**src/rtl/cdc_2phase_src_clearable.sv**
```systemverilog
// Source half of a two-phase (toggle) clock domain crossing with synchronous clear.
//
// Each accepted item toggles async_req_o and latches the item onto async_data_o, which
// then stays stable until the destination toggles async_ack_i back to match. clear_i
// returns async_req_o to 0 so that both halves can be re-aligned without a reset.
//
// Parameters:
//   WIDTH        data width in bits
//   SYNC_STAGES  depth of the acknowledge synchronizer (must be >= 2)
// Ports:
//   clk_i         source-domain clock
//   rst_ni        asynchronous active-low reset
//   clear_i       synchronous clear
//   data_i        item to transfer
//   valid_i       data_i is valid
//   ready_o       an item is accepted this cycle when valid_i is also high
//   async_req_o   toggling request line to the destination half
//   async_ack_i   toggling acknowledge line from the destination half (asynchronous)
//   async_data_o  registered data to the destination half
module cdc_2phase_src_clearable #(
    parameter int unsigned WIDTH       = 1,
    parameter int unsigned SYNC_STAGES = 2
) (
    input  logic             clk_i,
    input  logic             rst_ni,
    input  logic             clear_i,
    input  logic [WIDTH-1:0] data_i,
    input  logic             valid_i,
    output logic             ready_o,
    output logic             async_req_o,
    input  logic             async_ack_i,
    output logic [WIDTH-1:0] async_data_o
);

    typedef enum logic [1:0] {
        StIdle  = 2'd0,
        StBusy  = 2'd1,
        StClear = 2'd2
    } state_e;

    state_e               state_q, state_d;
    logic                 req_q, req_d;
    logic [WIDTH-1:0]     data_q, data_d;
    logic [SYNC_STAGES-1:0] ack_sync_q;
    logic                 ack_synced;

    // Acknowledge synchronizer: stage 0 samples the asynchronous line, the last stage is
    // the only one the control logic looks at.
    always_ff @(posedge clk_i or negedge rst_ni) begin
        if (!rst_ni) begin
            ack_sync_q <= '0;
        end else begin
            ack_sync_q <= {ack_sync_q[SYNC_STAGES-2:0], async_ack_i};
        end
    end

    assign ack_synced = ack_sync_q[SYNC_STAGES-1];

    always_ff @(posedge clk_i or negedge rst_ni) begin
        if (!rst_ni) begin
            state_q <= StIdle;
            req_q   <= 1'b0;
            data_q  <= '0;
        end else begin
            state_q <= state_d;
            req_q   <= req_d;
            data_q  <= data_d;
        end
    end

    always_comb begin
        state_d = state_q;
        req_d   = req_q;
        data_d  = data_q;
        ready_o = (state_q == StIdle) && !clear_i;

        if (clear_i) begin
            // Clear wins over any handshake; data is left alone so the bus never glitches.
            state_d = StClear;
            req_d   = 1'b0;
        end else begin
            unique case (state_q)
                StIdle: begin
                    if (valid_i) begin
                        data_d  = data_i;
                        req_d   = ~req_q;
                        state_d = StBusy;
                    end
                end
                StBusy: begin
                    // Round trip complete once the returned phase matches our request.
                    if (ack_synced == req_q) begin
                        state_d = StIdle;
                    end
                end
                StClear: begin
                    // Wait for the destination to drop its ack to the idle level as well.
                    if (!ack_synced) begin
                        state_d = StIdle;
                    end
                end
                default: state_d = StIdle;
            endcase
        end
    end

    assign async_req_o  = req_q;
    assign async_data_o = data_q;

endmodule

```
**config.mk**
```make
export PLATFORM = sky130hd
export DESIGN_NAME = cdc_2phase_src_clearable
export DESIGN_NICKNAME = d
export VERILOG_FILES = /design/src/rtl/cdc_2phase_src_clearable.sv
export SDC_FILE = /design/constraint.sdc
export NUM_CORES = 1
export LEC_CHECK = 0
export BUFFER_PORTS_ARGS = -buffer_cell sky130_fd_sc_hd__buf_4
export CORE_AREA = 2 2 39 41
export CTS_BUF_LIST = sky130_fd_sc_hd__clkbuf_8 sky130_fd_sc_hd__clkbuf_16
export DETAILED_ROUTE_END_ITERATION = 7
export DIE_AREA = 0 0 41 43
export GPL_ROUTABILITY_DRIVEN = 0
export MAX_ROUTING_LAYER = met4
export SLEW_MARGIN = 0
export SYNTH_ARGS = -nofsm -noshare
export SYNTH_HDL_FRONTEND = slang
export SYNTH_SLANG_ARGS = --single-unit
```
**constraint.sdc**
```tcl
create_clock -name clk_i -period 1.5 [get_ports clk_i]
set_clock_uncertainty 0.1 [all_clocks]
set_input_delay 0.075 -clock clk_i [delete_from_list [all_inputs] [get_ports clk_i]]
set_output_delay 0.075 -clock clk_i [all_outputs]
set_load 0.005 [all_outputs]
```
# == Word level (Yosys, flattened, before mapping) ==
# Cells that the tools add are included.
# word_totals
reg_bits,6
latch_bits,0
ram_bits,0
romBits,0
output_inout_bits,3
word_cells,28
n_memories,0
# op_classes
addsub,0
multipliers,0
div,0
magnitude_cmp,0
n_eq_ne,6
n_shift,0
n_mux,8
bitwise_logic,2
reduce_logical,8
# ops
operator,n
$ne 3x3->1 const B,3
$mux 2,4
$pmux 2 s3,1
$reduce_and 3->1,2
$reduce_bool 2->1,2
$mux 1,3
$eq 2x1->1 const B,1
$eq 2x2->1 const B,1
$logic_not 2->1,1
$not 1->1,2
$reduce_and 2->1,1
$eq 1x1->1,1
$logic_and 1x1->1,1
$logic_not 1->1,1

# == Logic depth before layout (Yosys ltp) ==
# Gate-level depths: netlist of run 1.
# depth
ltp_word,4
ltp_mapped,2

# == Worst setup path after synthesis of run 1 ==
# OpenSTA, ideal clock, no wires.
# synth_path
path_type,flip-flop to flip-flop
start,register state_q[1]
end,register data_q (netlist: async_data_o)
setup_time_ps,128
arrival_time_ps,992
slack_ps,280
path_stages_with_launch,3
synth_period_minus_slack_ps,1220
path_cell_list,dfrtp_1 > nor4b_2 > mux2_1
# synth_between
elab_chain_cells,2
# synth_lines
element,line,text
start: declaration,41,"state_e state_q, state_d;"
start signal: assignment,61,state_q <= StIdle;
start signal: assignment,65,state_q <= state_d;
$logic_not 2->1,82,unique case (state_q)
$reduce_and 3->1 (no source line),--,
end signal: assignment,67,data_q <= data_d;
end: declaration,43,"logic [WIDTH-1:0] data_q, data_d;"
# No other way between the ends.
# A chain may end at the register's enable or synchronous reset.

# == Worst setup path after layout of run 1 ==
# layout_path
start,input port clear_i
end,register data_q (netlist: async_data_o)
# layout_between
elab_chain_cells,2
# layout_lines
element,line,text
start: declaration,26,"input logic clear_i,"
$not 1->1 (no source line),--,
$reduce_and 3->1 (no source line),--,
# No other way between the ends.

==> flow_metrics.py, run 1 <==
metrics = {
    "placement": {
        "dp_hpwl_um": 321,
        "placed_area_um2": 330,
        "portBuffers": 8,
    },
    "worst_setup_path": {
        "worstSetupPathType": "in -> reg",
        "crit_chain": "dlygate4sd3_1 > buf_4 > nor4b_2 > mux2_1",
        "worstReg2RegEnd": "async_data_o",
        "path_max_fanout": 6,
        "arrival_ns": 1.38,
        "end_kind": "flop",
        "r2r-start": "state_q[1]",
        "r2r_cells": 2,
        "crit_slowest_cell": "dlygate4sd3_1",
        "start_kind": "input port",
        "max_stage_delay_ns": 0.54,
        "reg2reg_slack_ns": 0.25,
        "crit_buf_inv": 2,
        "required_ns": 1.51,
        "crit_family": "buffers and inverters",
    },
    "route": {
        "drtIter0Drc": 7,
        "wl_um": 480,
        "dr.pass1.iters": 2,
        "viasPerCell": 3.80,
        "drc": 0,
        "ant_nets": 0,
        "wl_per_cell_um": 9.80,
        "dr_total_vias": 186,
    },
    "logic_synthesis": {
        "syn_area_um2": 250,
        "syn_inst": 18,
        "yosys_warnings": 0,
        "synth_seq_cells": 6,
        "syn_avg_cell_area_um2": 13.9,
        "ys_types": 12,
        "synth.net_count": 24,
        "seq_area_frac_synth_pct": 60.0,
    },
    "global_routing": {
        "grt_overflow_total": 0,
        "grt_pass1_vias": 171,
        "track_usage_pct": 7.25,
        "grt_start_max_net_pins": 7,
        "antenna_found_initial": 0,
        "grt_pass1_wl_um": 717,
    },
    "clock_network": {
        "htree_levels": 1,
        "cts_root_buf": "clkbuf_8",
        "cts_tree": "built",
        "worstSkewPairLatency_ns": 0.22,
        "cts_made_buffers": 3,
        "cts_num_sinks": 6,
        "cts.clk_slew.worst_paths_ns": 0.04,
        "clockBufferDepth": 2,
        "cts_resized": 0,
    },
    "timing": {
        "rsz0062_at_grt": "no",
        "period_share_pct": 91.8,
        "setup_viol": 0,
        "maxSlewHeadroom_pct": 82.7,
        "fmax_ghz": 0.727,
        "final_hold_viol_count": 0,
        "tns_ns": 0,
        "slew_violations": 0,
        "timing.hold.ws_ns": 0.0859,
        "tightestPinTransition_ns": 0.258,
        "fin_crit_ns": 1.38,
    },
    "status": {
        "outcome": "finished, final reports clean",
    },
    "job": {
        "drv_cap": 0,
    },
    "floorplan": {
        "initial_utilization_pct": 18.1,
        "die_w_um": 41,
        "core.rowCount": 14,
        "die_h_um": 43,
        "coreArea_mm2": 0.00138,
        "ioPinCount": 9,
        "die_area_mm2": 0.00176,
    },
    "min_path": {
        "hp-class": "in -> async",
    },
    "finish": {
        "diodes": 0,
        "final_cell_mix": "buf_4 (8), dfrtp_1 (6), dlygate4sd3_1 (4), clkbuf_8 (3), nor2_1 (2)",
        "syn2layout_area_growth_pct": 64.5,
        "final_common_cell": "buf_4",
        "drive_gt1_share_pct": 45.5,
        "finalNetCount": 41,
        "stdcell_area_um2": 412,
    },
    "pwr": {
        "leakagePower_nw": 0.178,
        "max-vdd-ir-drop_mv": 0.617,
        "p_per_area_mw_per_mm2": 1210,
    },
}
## synthesized netlist by cell type, drive strengths merged
master   n  share of area, %
a31o     1               3.5
nor3b    1               3.0
nor4b    1               6.0
a2111oi  1               6.0
nor3     1               2.0
mux2     2               9.0
xnor2    1               3.5
nor2     2               3.0
dfrtp    6                60
inv      1               1.5
nor2b    1               2.5
## registers in the layout (all words and copies together), names as in the netlist
register and cells:
ack_sync_q 2, async_data_o 1, async_req_o 1, state_q 2
## worst max-delay path by stage
stage / start / endpoint / cells past startpoint
after global routing: clear_i / async_data_o / 4
after global placement: state_q[0] / async_req_o / 2
after floorplan: state_q[1] / async_data_o / 2
final: clear_i / async_data_o / 4
after detailed placement: state_q[1] / async_data_o / 2
after CTS: clear_i / async_data_o / 4
## worst reg2reg max path: stages (launching register included)
cell     delay, ns
dfrtp_1       0.42
nor4b_2       0.27
mux2_1        0.34
## final cells by class
class | count | area (µm²)
Tap cell | 16 | 20.0
Clock buffer | 3 | 41.3
Multi-Input combinational cell | 11 | 96.3
Sequential cell | 6 | 150
Timing Repair Buffer | 12 | 100
Inverter | 1 | 3.75
Fill cell | 144 | 972
## repair_timing
action	4_1_cts	5_1_grt
hold buffers	4	0
hold endpoints to repair	9	0
endpoints found under the setup margin	0	0
buffers inserted	0	0
## per-stage QoR
step	std cells	setup slack, ns	utilization (%)	power [mW]
floorplan	18	0.280	-	0.212
global placement	42	0.239	23.9	0.248
detailed placement	42	0.234	23.9	0.247
CTS	49	0.115	29.7	0.510
global route	49	0.0907	29.7	0.533
finish	49	0.124	29.7	0.498
## cell families (layout without fill, tap and decap cells)
logic type	count (synthesis)	in the layout	synth area share [%]
AO/OA/AOI/OAI	2	2	9.50
XOR/XNOR	1	1	3.50
buffers and inverters	1	16	1.50
flip-flops	6	6	60.0
multiplexers	2	2	9.00
AND/OR/NAND/NOR	6	6	16.5
## routing by layer
layer  vias to the layer above  share of wire [%]  global-route usage, %
li1                         96                  -                      -
met1                        79                 53                   7.87
met2                        11                 35                   7.81
met3                         0                 12                   6.28
met4                         0                  0                   6.00
met5                         -                  0                      -
## power by group
part	leakage [nW]	internal [mW]	total, mW	switching, mW
combinational	0.0829	0.0422	0.0625	0.0202
sequential	0.0731	0.178	0.191	0.0129
clock	0.0216	0.173	0.245	0.0725
Note: power is estimated with default switching activity, not from simulation.
==> run 2, diff against run 1 <==
--- a/config.mk
+++ b/config.mk
@@ -5,6 +5,7 @@
 export SDC_FILE = /design/constraint.sdc
 export NUM_CORES = 1
 export LEC_CHECK = 0
+export ABC_AREA = 1
 export BUFFER_PORTS_ARGS = -buffer_cell sky130_fd_sc_hd__buf_4
 export CORE_AREA = 2 2 39 41
 export CTS_BUF_LIST = sky130_fd_sc_hd__clkbuf_8 sky130_fd_sc_hd__clkbuf_16
==> flow_metrics.py, run 2 <==
metrics = {
    "pwr": {
        "intPower_mw": 0.382,
        "power_frac_seq_pct": 39.2,
        "power.switching_mw": 0.100,
        "leakagePower_nw": 0.196,
        "max-vdd-ir-drop_mv": 0.470,
        "p_per_area_mw_per_mm2": 1200,
        "switching_share_pct": 20.8,
        "power.share.clock_pct": 48.3,
        "combPwrFrac_pct": 12.5,
    },
    "floorplan": {
        "die_h_um": 43,
        "initial_utilization_pct": 18.9,
        "die_w_um": 41,
        "die_area_mm2": 0.00176,
        "ioPinCount": 9,
        "core.rowCount": 14,
        "coreArea_mm2": 0.00138,
    },
    "logic_synthesis": {
        "synthFlopType": "dfrtp_1",
        "async_reset_ff_share_pct": 100,
        "synth.net_count": 33,
        "yosysTopAreaCell": "dfrtp_1",
        "yosys.area.top_type_share_pct": 57.4,
        "synth_most_common_cell": "nand2_1",
        "ys_types": 11,
        "synth_area_leaders": "dfrtp_1 (57%), nand2_1 (10%), nand3_2 (7.7%)",
        "syn_inst": 27,
        "synth_edf_count": 0,
        "seq_area_frac_synth_pct": 57.4,
        "syn_avg_cell_area_um2": 9.69,
        "synth_seq_cells": 6,
        "synth_commonest_cells": "nand2_1 (7), dfrtp_1 (6), inv_1 (3)",
        "yosys_warnings": 0,
        "syn_area_um2": 262,
    },
    "min_path": {
        "hp-class": "in -> reg",
        "hold_start": "clear_i",
        "worstHoldPathCells": 3,
        "holdPathEnd": "state_q[1]",
    },
    "route": {
        "dr.pass1.iters": 2,
        "wl_per_cell_um": 8.80,
        "drc": 0,
        "ant_nets": 0,
        "dr_total_vias": 213,
        "wl_um": 493,
        "viasPerCell": 3.80,
        "drtIter0Drc": 4,
    },
    "clock_network": {
        "cts_root_buf": "clkbuf_8",
        "cts.clk_slew.worst_paths_ns": 0.03,
        "worstSkewPairLatency_ns": 0.22,
        "cts_tree": "built",
        "cts_num_sinks": 6,
        "cts_resized": 0,
        "htree_levels": 1,
        "cts_made_buffers": 3,
        "clockBufferDepth": 2,
    },
    "job": {
        "drv_cap": 0,
    },
    "global_routing": {
        "grt_overflow_total": 0,
        "antenna_found_initial": 0,
        "grt_start_max_net_pins": 7,
        "grt_pass1_wl_um": 793,
        "grt_pass1_vias": 209,
        "track_usage_pct": 7.38,
    },
    "timing": {
        "rsz0062_at_grt": "no",
        "final_hold_viol_count": 0,
        "timing.hold.ws_ns": 0.0132,
        "period_share_pct": 76.6,
        "setup_viol": 0,
        "fin_crit_ns": 1.15,
        "maxSlewHeadroom_pct": 86.2,
        "tightestPinTransition_ns": 0.207,
        "fmax_ghz": 0.871,
        "tns_ns": 0,
        "slew_violations": 0,
    },
    "worst_setup_path": {
        "end_kind": "output pin",
        "start_kind": "flop",
        "path_max_fanout": 4,
        "required_ns": 1.32,
        "worstSetupPathType": "reg -> out",
        "r2r_cells": 4,
        "startpoint": "state_q[1]",
        "reg2reg_slack_ns": 0.50,
        "worstReg2RegEnd": "async_data_o",
        "r2r-start": "state_q[1]",
        "arrival_ns": 0.97,
    },
    "status": {
        "outcome": "finished, final reports clean",
    },
    "finish": {
        "n_fill_cell": 149,
        "syn2layout_area_growth_pct": 54.1,
        "drive_gt1_share_pct": 40.0,
        "final_cell_mix": "buf_4 (8), nand2_1 (7), dfrtp_1 (6), inv_1 (3), clkbuf_8 (3)",
        "multi_input_area_um2": 96.3,
        "top_regs": "ack_sync_q: 2 flops, state_q: 2 flops",
        "diodes": 0,
        "regArea_um2": 150,
        "finalNetCount": 48,
        "final_common_cell": "buf_4",
    },
    "placement": {
        "portBuffers": 8,
    },
}
## run 2: cell count changes after synthesis, moves of 2 or more
cell / change
nand3_2: +2
nand2_1: +7
inv_1: +2
nand4_1: +2
## run 2: cells by family (layout without fill, tap and decap cells)
family                 Yosys count  in the layout  share of synthesized area [%]
AOI/OAI and AO/OA                2              2                           5.26
buffers and inverters            4             17                           5.74
DFF                              6              6                           57.4
and+or+nand+nor                 15             15                           31.6
## run 2: metrics by stage
step                util (%)  power [mW]  setup WS, ns  cell area (µm²)  instances
global placement        24.7       0.247         0.498              342         51
detailed placement      24.7       0.248         0.504              342         51
CTS                     29.1       0.493         0.340              403         56
floorplan                  -       0.213         0.552              262         27
finish                  29.1       0.482         0.352              403         56
global route            29.1       0.508         0.290              403         56
## run 2: worst max-delay path, cell delays in order (launching register included)
cell and delay (ns):
dfrtp_1 0.42, nor3_1 0.20, buf_4 0.14
## run 2: timing repair
item	CTS	global route
buffers inserted	0	0
endpoints found under the hold margin	7	0
hold buffers	2	0
## run 2: routing by layer
metal / share of wire [%] / vias to the layer above / global-route usage, %
li1: - / 112 / -
met1: 51 / 94 / 9.30
met2: 42 / 7 / 8.75
met3: 7.1 / 0 / 3.14
met4: 0 / 0 / 6.00
met5: 0 / - / -
## run 2: cell type report
class	count	share of cell area [%]
sequential	6	37.3
multi-input combinational	17	23.9
timing repair buffer	10	19.9
tap	16	4.97
clock buffer	3	10.2
inverter	4	3.73
## run 2: power by group through the flow
stage               Combinational [mW]  Sequential [mW]  Clock, mW
CTS                             0.0615            0.189      0.243
floorplan                       0.0232            0.189          0
global route                    0.0687            0.191      0.248
detailed placement              0.0569            0.191          0
global placement                0.0564            0.191          0
finish                          0.0602            0.189      0.233
## run 2: how the worst max path moves through the flow
stage | to | cells past startpoint | slack, ns
after floorplan | async_data_o | 4 | 0.55
after global placement | async_data_o | 4 | 0.50
after detailed placement | async_data_o | 4 | 0.50
after CTS | ready_o | 2 | 0.34
after global routing | ready_o | 2 | 0.29
final | ready_o | 2 | 0.35
==> run 3, diff against run 2 <==
--- a/config.mk
+++ b/config.mk
@@ -5,7 +5,7 @@
 export SDC_FILE = /design/constraint.sdc
 export NUM_CORES = 1
 export LEC_CHECK = 0
-export ABC_AREA = 1
+export ABC_AREA = 0
 export BUFFER_PORTS_ARGS = -buffer_cell sky130_fd_sc_hd__buf_4
 export CORE_AREA = 2 2 39 41
 export CTS_BUF_LIST = sky130_fd_sc_hd__clkbuf_8 sky130_fd_sc_hd__clkbuf_16
==> constraint.sdc (replaced) <==
create_clock -name clk_i -period 1.1 [get_ports clk_i]
set_clock_uncertainty 0.1 [all_clocks]
set_input_delay 0.055 -clock clk_i [delete_from_list [all_inputs] [get_ports clk_i]]
set_output_delay 0.055 -clock clk_i [all_outputs]
set_load 0.005 [all_outputs]
==> flow_metrics.py, run 3 (synthesis gave the netlist of run 1 again) <==
metrics = {
    "global_routing": {
        "grt_overflow_total": 0,
        "grt_start_max_net_pins": 7,
        "grt_pass1_vias": 227,
        "antenna_found_initial": 0,
        "grt_pass1_wl_um": 897,
        "track_usage_pct": 8.65,
    },
    "worst_setup_path": {
        "path_max_fanout": 4,
        "end_kind": "flop",
        "arrival_ns": 1.26,
        "worstSetupPathType": "reg -> reg",
        "worstReg2RegEnd": "async_data_o",
        "crit_slowest_cell": "dfrtp_1",
        "reg2reg_slack_ns": -0.16,
        "start_kind": "flop",
        "crit_chain": "nor4b_2 > mux2_1",
        "max_stage_delay_ns": 0.41,
        "r2r-start": "state_q[1]",
        "required_ns": 1.10,
        "r2r_cells": 2,
    },
    "timing": {
        "fin_crit_ns": 1.26,
        "period_share_pct": 115,
        "slew_violations": 0,
        "timing.hold.ws_ns": 0.0563,
        "setup_viol": 4,
        "tns_ns": -0.443,
        "tightestPinTransition_ns": 0.267,
        "worst_slack_ns": -0.163,
        "final_hold_viol_count": 0,
        "maxSlewHeadroom_pct": 82.2,
        "rsz0062_at_grt": "yes",
        "fmax_ghz": 0.792,
    },
    "finish": {
        "regArea_um2": 150,
        "drive_gt1_share_pct": 58.3,
        "final_common_cell": "buf_4",
        "n_fill_cell": 136,
        "finalNetCount": 44,
        "final_cell_mix": "buf_4 (11), dfrtp_1 (6), clkbuf_8 (3), dlygate4sd3_1 (3), nor2_1 (2)",
        "final_cells": 52,
        "multi_input_area_um2": 121,
        "syn2layout_area_growth_pct": 84.0,
        "top_regs": "ack_sync_q: 2 flops, state_q: 2 flops",
        "diodes": 0,
    },
    "pwr": {
        "p_per_area_mw_per_mm2": 1500,
        "power.total_mw": 0.690,
        "leakagePower_nw": 0.201,
        "max-vdd-ir-drop_mv": 0.755,
    },
    "min_path": {
        "holdPathEnd": "state_q[0]",
        "hold_start": "clear_i",
        "hp-class": "in -> reg",
        "worstHoldPathCells": 3,
    },
    "clock_network": {
        "worstSkewPairLatency_ns": 0.22,
        "postCtsSetupBuffers": 0,
        "cts_num_sinks": 6,
        "htree_levels": 1,
        "cts_made_buffers": 3,
        "cts.clk_slew.worst_paths_ns": 0.03,
        "cts_root_buf": "clkbuf_8",
        "cts_tree": "built",
        "clockBufferDepth": 2,
    },
    "job": {
        "drv_cap": 0,
    },
    "floorplan": {
        "die_area_mm2": 0.00176,
        "initial_utilization_pct": 18.1,
        "ioPinCount": 9,
        "die_h_um": 43,
        "core.rowCount": 14,
        "die_w_um": 41,
        "coreArea_mm2": 0.00138,
    },
    "route": {
        "wl_um": 548,
        "wl_per_cell_um": 10.5,
        "drtIter0Drc": 0,
        "dr_total_vias": 211,
        "ant_nets": 0,
        "viasPerCell": 4.06,
        "drc": 0,
        "dr.pass1.iters": 1,
    },
    "placement": {
        "dp_hpwl_um": 381,
        "portBuffers": 8,
        "place_inst": 46,
    },
    "status": {
        "violations": "setup timing",
        "outcome": "complete, but fails checks",
    },
}
[run 3: changes by cell type in the layout (fill, tap and decap cells not counted), sizes merged, moves of 2 or more]
| cell | before | now |
|---|---|---|
| buf | 8 | 12 |
| inv | 4 | 1 |
| nand3 | 2 | 0 |
| mux2 | 0 | 2 |
| nand4 | 2 | 0 |
| nand2 | 7 | 0 |
[run 3: stage by stage]
step                      worst slack [ns]  util, %  instance area [µm²]
after floorplan                     -0.120        -                  250
after global placement              -0.134     26.0                  360
after detailed placement            -0.170     26.0                  360
after CTS                           -0.188     33.0                  457
after global routing                -0.214     33.3                  460
final                               -0.163     33.3                  460
[run 3: cell type report]
| class | count | share of cell area, % |
|---|---|---|
| Sequential cell | 6 | 32.6 |
| Timing Repair Buffer | 15 | 26.9 |
| Multi-Input combinational cell | 11 | 26.4 |
| Clock buffer | 3 | 8.97 |
| Tap cell | 16 | 4.35 |
| Inverter | 1 | 0.815 |
[run 3: power by group]
| part | switching (mW) | internal (mW) | leakage, nW |
|---|---|---|---|
| clock network | 0.0844 | 0.234 | 0.0216 |
| registers | 0.0156 | 0.242 | 0.0731 |
| logic | 0.0408 | 0.0731 | 0.106 |
| total | 0.141 | 0.550 | 0.201 |
[run 3: worst max-delay path: cells and delay by family, from the launching register on]
| kind | cells | cell delay, ns |
|---|---|---|
| DFF | 1 | 0.41 |
| muxes | 1 | 0.34 |
| and+or+nand+nor | 1 | 0.29 |
[run 3: how the worst max path moves through the flow]
stage / from / to / slack (ns)
floorplan: state_q[1] / async_data_o / -0.12
global placement: state_q[1] / async_req_o / -0.13
detailed placement: state_q[1] / async_data_o / -0.17
CTS: state_q[1] / async_data_o / -0.19
global route: state_q[1] / async_data_o / -0.21
finish: state_q[1] / async_data_o / -0.16
[run 3: routing by layer]
layer	share of wire (%)	global-route usage [%]	up-vias	wire (µm)
met5	0	-	-	0
met4	2.7	10.0	0	15
met3	9.3	3.14	2	51
met2	44	10.9	11	240
met1	44	9.03	97	240
li1	-	-	101	-
[run 3: what timing repair did]
action / in CTS / in global routing
hold buffers: 3 / 0
hold endpoints to repair: 8 / 0
endpoints found under the setup margin: 4 / 4
pin swaps: 1 / 1
resized for setup: 3 / 1
